$ cat src/rtl/tug_war_scorer.sv
// Tug-of-war match scorer: awards points when an edge light is pushed off, pulses a re-centre, latches the winner.
// Optional AUTO_RESTART_EN: pressing L and R together in DONE starts a fresh match.
module tug_war_scorer #(
  parameter int NLIGHTS   = 9,
  parameter int MAX_SCORE = 7,
  parameter int SCORE_W   = 4
) (
  input  logic               Clock,
  input  logic               Reset,
  input  logic               L,
  input  logic               R,
  input  logic [NLIGHTS-1:0] lights,
  output logic               round_clr,
  output logic [6:0]         hex_l,
  output logic [6:0]         hex_r,
  output logic               match_over,
  output logic [1:0]         winner
);

  typedef enum logic [1:0] {PLAY, CLEAR, DONE} state_t;

  localparam logic [SCORE_W-1:0] MAX_Q = SCORE_W'(MAX_SCORE);

  state_t               state_q;
  logic [SCORE_W-1:0]   scoreL_q;
  logic [SCORE_W-1:0]   scoreR_q;
  logic                 roundClr_q;
  logic                 matchOver_q;
  logic [1:0]           winner_q;

  logic                 rWin;
  logic                 lWin;
  logic [SCORE_W-1:0]   scoreL_d;
  logic [SCORE_W-1:0]   scoreR_d;

  // Only the two edge lights decide a point; the interior of the bar is not used here.
  logic                 unusedLights;
  assign unusedLights = ^lights[NLIGHTS-2:1];

  function automatic logic [6:0] hexDigit(input logic [SCORE_W-1:0] value);
    logic [6:0] seg;
    case (32'(value))
      0:       seg = 7'b1000000;
      1:       seg = 7'b1111001;
      2:       seg = 7'b0100100;
      3:       seg = 7'b0110000;
      4:       seg = 7'b0011001;
      5:       seg = 7'b0010010;
      6:       seg = 7'b0000010;
      7:       seg = 7'b1111000;
      8:       seg = 7'b0000000;
      9:       seg = 7'b0010000;
      default: seg = 7'b1111111;
    endcase
    return seg;
  endfunction

  always_comb begin
    rWin     = lights[0] & R & ~L;
    lWin     = lights[NLIGHTS-1] & L & ~R;
    scoreL_d = scoreL_q + 1'b1;
    scoreR_d = scoreR_q + 1'b1;
  end

  // Scoring FSM; the re-centre pulse defaults low and is raised only for one cycle.
  always_ff @(posedge Clock) begin
    if (Reset) begin
      state_q     <= PLAY;
      scoreL_q    <= '0;
      scoreR_q    <= '0;
      roundClr_q  <= 1'b0;
      matchOver_q <= 1'b0;
      winner_q    <= 2'b00;
    end else begin
      roundClr_q <= 1'b0;
      case (state_q)
        PLAY: begin
          if (rWin) begin
            scoreR_q <= scoreR_d;
            if (scoreR_d == MAX_Q) begin
              state_q     <= DONE;
              matchOver_q <= 1'b1;
              winner_q    <= 2'b01;
            end else begin
              state_q    <= CLEAR;
              roundClr_q <= 1'b1;
            end
          end else if (lWin) begin
            scoreL_q <= scoreL_d;
            if (scoreL_d == MAX_Q) begin
              state_q     <= DONE;
              matchOver_q <= 1'b1;
              winner_q    <= 2'b10;
            end else begin
              state_q    <= CLEAR;
              roundClr_q <= 1'b1;
            end
          end
        end
        CLEAR: begin
          state_q     <= PLAY;
          matchOver_q <= 1'b0;
        end
        DONE: begin
`ifdef AUTO_RESTART_EN
          // match_over stays up through the restart's CLEAR cycle and drops on return to PLAY.
          if (L & R) begin
            state_q    <= CLEAR;
            scoreL_q   <= '0;
            scoreR_q   <= '0;
            winner_q   <= 2'b00;
            roundClr_q <= 1'b1;
          end
`endif
        end
        default: state_q <= PLAY;
      endcase
    end
  end

  assign round_clr  = roundClr_q;
  assign match_over = matchOver_q;
  assign winner     = winner_q;
  assign hex_l      = hexDigit(scoreL_q);
  assign hex_r      = hexDigit(scoreR_q);

endmodule

$ cat config.mk
export PLATFORM = sky130hd
export DESIGN_NAME = tug_war_scorer
export DESIGN_NICKNAME = d
export VERILOG_FILES = /design/src/rtl/tug_war_scorer.sv
export SDC_FILE = /design/constraint.sdc
export NUM_CORES = 1
export LEC_CHECK = 0
export CAP_MARGIN = 15
export CORE_MARGIN = 1.5
export CORE_UTILIZATION = 35
export CTS_CLUSTER_SIZE = 14
export DETAILED_ROUTE_END_ITERATION = 10
export HOLD_SLACK_MARGIN = 0.08
export PLACE_DENSITY = 0.7
export SYNTH_ARGS = -nofsm -noshare
export SYNTH_HDL_FRONTEND = slang
export SYNTH_SLANG_ARGS = --single-unit
$ cat constraint.sdc
create_clock -name Clock -period 1.84 [get_ports Clock]
set_input_delay 0.184 -clock Clock [delete_from_list [all_inputs] [get_ports Clock]]
set_output_delay 0.184 -clock Clock [all_outputs]
set_load 0.01 [all_outputs]
# ---- Word-level counts from Yosys, hierarchy flattened
# Memory sizes are Yosys's and may differ from the RTL's. A register that Yosys moved wholly into a read port is not among the register bits.
# Index checks and enable logic that the tools add are counted.
dict set report word_totals {
  mem_bits_ro 224
  n_memories 2
  input_bits 13
  latchBits 0
  out_inout_bits 18
  ram_bits 0
  wordCells 59
  reg_bits 14
}
dict set report op_classes {
  n_mul 0
  n_eq_ne 8
  bitwise_logic 9
  n_lt_le_gt_ge 0
  add_sub_neg 2
  mux 22
  shifts 0
  div_mod_pow 0
  reduce_logical 10
}
# memory depth word_bits read_ports rd_ports_with_merged_regs wr line
set memory_table {}
lappend memory_table {{(name not given)} 16 7 1 1 0 42} ;# case (32'(value))
lappend memory_table {{(name not given)} 16 7 1 1 0 42}
# cell n
set op_table {}
lappend op_table {{$mux W2} 8}
lappend op_table {{$mux W4} 4}
lappend op_table {{$ne A3 B3 Y1 const B} 3}
lappend op_table {{$add A4 B1 Y4 const B} 2}
lappend op_table {{$eq A4 B3 Y1 const B} 2}
lappend op_table {{$mux W1} 8}
lappend op_table {{$reduce_and A4 Y1} 2}
lappend op_table {{$reduce_bool A2 Y1} 3}
lappend op_table {{$not A1 Y1} 5}
lappend op_table {{$and A1 B1 Y1} 4}
lappend op_table {{$pmux W2 S2} 1}
lappend op_table {{$reduce_and A2 Y1} 2}
lappend op_table {{$reduce_and A3 Y1} 1}
lappend op_table {{$eq A2 B1 Y1 const B} 1}
lappend op_table {{$eq A2 B2 Y1 const B} 1}
lappend op_table {{$logic_not A2 Y1} 1}
lappend op_table {{$ne A2 B1 Y1 const B} 1}
lappend op_table {{$pmux W1 S2} 1}
lappend op_table {{$reduce_or A2 Y1} 1}

# ---- Depth between registers and ports, before layout
dict set report depth {
  word_depth 6
  mapped_depth 10
  mapped_depth_nobuf 10
}

# ---- Worst setup path before layout
# Ideal clock, no wire load.
dict set report synth_path {
  path_kind {register to register}
  start {register state_q[1]}
  end {register, netlist name hex_l[3]}
  arrival_time_ns 1.923
  stages_incl_launch_ff 10
  required_time_ns 1.770
  path_buffers 1
  synth_period_minus_slack_ns 1.993
  slack_ns -0.153
  setup_ns 0.070
  path_cell_list {dfxtp_1 > nand4bb_1 > buf_2 > or3_2 > a21oi_1 > inv_1 > ha_1 > inv_1 > nand2_1 > a21oi_1}
}
dict set report synth_between {
  elab_chain_len 4
}
# element line
set synth_lines {}
lappend synth_lines {{start: declaration} 24} ;# state_t state_q;
lappend synth_lines {{start signal: assignment} 68} ;# state_q <= PLAY;
lappend synth_lines {{start signal: assignment} 81} ;# state_q <= DONE;
lappend synth_lines {{start signal: assignment} 85} ;# state_q <= CLEAR;
lappend synth_lines {{$logic_not A2 Y1} 76} ;# case (state_q)
lappend synth_lines {{$reduce_and A3 Y1 (no line)} --}
lappend synth_lines {{$mux W4 (no line) (2 in a row)} --}
# Every way passes these cells.
# A chain may end at the register's enable or synchronous reset.

# ---- Final worst setup path
dict set report layout_path {
  start {register state_q[0]}
  end {register, netlist name hex_l[2]}
}
dict set report layout_between {
  elab_chain_len 4
}
# element line
set layout_lines {}
lappend layout_lines {{$logic_not A2 Y1} 76}
lappend layout_lines {{$reduce_and A3 Y1 (no line)} --}
lappend layout_lines {{$mux W4 (no line) (2 in a row)} --}
# Every way passes these cells.

==> run_results.csv <==
group,metric,value,unit
cts,clk-insertion-delay-late,0.27,ns
synthesis,synth.distinct_cells,41,
synthesis,post_synth_main_area_contributors,"dfxtp_1 38%, ha_1 12%, a21oi_1 8.4%",
placed_design,portBuffers,23,
synthesis,syn-num-nets,198,
route,drt_drc_violations_left,0,
floorplan,ios,31,
synthesis,post_synth_inst_count,171,
floorplan,fp-row-count,23,
route,drtIter0Drc,52,
floorplan,fp.coreArea,0.00403,mm²
global_route,pin_count_of_the_biggest_net_entering_global_routing,15,
synthesis,mean_post_synth_cell_area,8.70,µm²
route,wl,3730,µm
sta,clock.fmax,538,MHz
sta,timing.hold.ws,0.457,ns
final_layout,area_delta_synth_final,58.4,%
sta,rsz_0062_raised_after_global_routing,"true",
floorplan,die-area,0.00465,mm²
power,total_leakage_power,1.02,nW
worst_setup_path,cp_max_fo,7,
final_layout,antenna_cells,0,
synthesis,synth_warnings,0,
global_route,first_global_vias,1309,
synthesis,yosysMostFrequentCell,"dfxtp_1",
synthesis,synth.yosys.seq_area_share,0.377,
placed_design,postPlaceCellArea,0.00206,mm²
placed_design,gp_congestion,0.817,
route,detail_route.first_pass.iterations,4,
route,vias,1431,
cts,cts.reportedPaths.clkPinSlew,0.09,ns
global_route,first_pass_grt_wire_length,5360,µm
cts,numClockSinks,28,
cts,clock_tree_from_tritoncts,"built",
worst_setup_path,critPathRequiredTime,2.04,ns
floorplan,die-width,68.2,µm
route,routed_length_per_instance,12.8,µm
cts,cts-root-buf,"clkbuf_8",
floorplan,fp.dieH,68.2,µm
worst_setup_path,start_kind,"flop",
synthesis,postSynth.asyncResetShare,0,
power,pd_cells,515,mW/mm²
sta,finalHoldViolations,0,
synthesis,count_of_flip_flops_with_a_built_in_enable_after_synthesis,0,
sta,final.period_utilization,1.01,
final_layout,instances_no_fill,291,
synthesis,yosys-top-cells-count,"28 x dfxtp_1, 25 x a21oi_1, 18 x inv_1",
global_route,grt.overflow.total,0,
global_route,grt_antenna_before_repair,0,
sta,finalSetupTns,-0.0361,ns
cts,hold_buffers,0,
final_layout,post_route_cells_drive_above_1_share,0.386,
power,peakVddDrop,0.313,mV
worst_hold_path,holdCritPathClass,"reg2reg",
final_layout,final_cell_area,0.00236,mm²
sta,setup_ws,-0.0181,ns
sta,tightestPinTransition,0.358,ns
placed_design,hpwlAfterDp,2500,µm
sta,final.min_clock_period,1.86,ns
cts,cts_made_buffers,3,
cts,max_h_tree_level,1,
run_status,status,"complete, but fails checks",
synthesis,synth.largest_area_cell,"dfxtp_1",
sta,report.final.slew_viol_count,0,
run_status,violations,"negative setup slack",
cts,clock_tree.buffer_depth,2,
route,detail-route-antenna-nets,0,
worst_setup_path,crit_type,"reg2reg",
synthesis,ys_ff_latch,28,
placed_design,dpl.cell_count,279,
final_layout,net_count_final,270,
flow_run,max_cap_violations,0,
synthesis,mappedNetlistArea,0.00149,mm²
synthesis,synth_ff_type,"dfxtp_1",
synthesis,synth_top_cell_area_share,0.377,
route,vias_per_cell,4.92,
sta,maxSlewHeadroom,0.760,
final_layout,postLayoutCoreUtil,0.585,
worst_setup_path,crit_path_end_kind,"flop",
sta,setup_viol,3,
worst_setup_path,worst_ep_arrival_time,2.06,ns
sta,clock_skew,0.00119,ns
final_layout,final.fill_count,360,
floorplan,floorplan.initialDensity,0.369,
global_route,grt.total_usage,0.152,
==> flip-flops by register name (all words and copies together), names as in the netlist <==
name and cells:
hex_l 7, hex_r 7, match_over 1, round_clr 1, scoreL_q 4, scoreR_q 4, state_q 2, winner 2
==> layout by cell type, fill, tap and decap left out, types with 3 or more instances in the layout <==
cell and instances:
inv_1 11, dfxtp_1 25, nand3_1 4, dlymetal6s2s_1 3
nand2b_1 3, ha_4 4, a21oi_1 16, nor2b_1 3
nand2_1 11, nand3b_1 3, a211oi_1 3, ha_1 9
clkbuf_8 3, dfxtp_2 3, buf_4 46, clkdlybuf4s50_1 20
nor2_1 9, inv_2 5, a21oi_2 8, o21ai_0 6
==> where the power goes <==
| group | switching (mW) | internal, mW |
|---|---|---|
| clock | 0.186 | 0.147 |
| sequential | 0.0108 | 0.629 |
| combinational | 0.110 | 0.132 |
| total | 0.307 | 0.907 |
==> routing by layer <==
metal / vias up / GRT usage / share of wire
li1: 743 / - / -
met1: 655 / 0.187 / 0.46
met2: 27 / 0.265 / 0.49
met3: 6 / 0.0296 / 0.038
met4: 0 / 0.0525 / 0.016
met5: - / 0 / 0
==> critical path, cell delays in order, from the launching register on <==
cell	delay, ns
dfxtp_2	0.33
nand4bb_1	0.20
buf_6	0.15
buf_4	0.15
nor3b_2	0.19
mux2i_1	0.29
inv_2	0.12
buf_6	0.14
o31ai_4	0.21
==> per-stage QoR <==
step | setup WS (ns) | power, mW
after floorplan | 0.00729 | 0.749
after global routing | -0.129 | 1.27
after global placement | -0.305 | 0.843
after CTS | -0.0218 | 1.19
final | -0.0181 | 1.21
after detailed placement | -0.343 | 0.844
==> worst paths after layout <==
path               from        end  slack (ns)  depth (start not counted)
max          state_q[0]   hex_l[2]       -0.02                          8
min reg2reg   winner[1]  winner[1]        0.46                          2
max reg2reg  state_q[0]   hex_l[2]       -0.02                          8
min           winner[1]  winner[1]        0.46                          2
==> cells by family (layout without fill, tap and decap cells) <==
kind of cell,Yosys count,count (layout),synth area share
AOI/OAI and AO/OA,51,51,0.222
adders and majority gates,14,14,0.118
buffers and inverters,22,92,0.0698
DFF,28,28,0.377
muxes,2,2,0.0135
and+or+nand+nor,54,54,0.200
==> area by class of cell <==
class / count / area (µm²) / area share
clock buffers: 3 / 41.3 / 0.0175
inverters: 18 / 72.6 / 0.0308
multi-input cells: 121 / 1010 / 0.429
flip-flops and latches: 28 / 564 / 0.240
well taps: 50 / 62.6 / 0.0266
repair buffers: 71 / 606 / 0.257
==> timing repair <==
| action | 4_1_cts | 5_1_grt |
|---|---|---|
| pin swaps | 1 | 15 |
| setup buffers | 2 | 8 |
| resized for setup | 4 | 42 |
| setup endpoints to repair | 12 | 13 |
(Power assumes the default switching activity.)
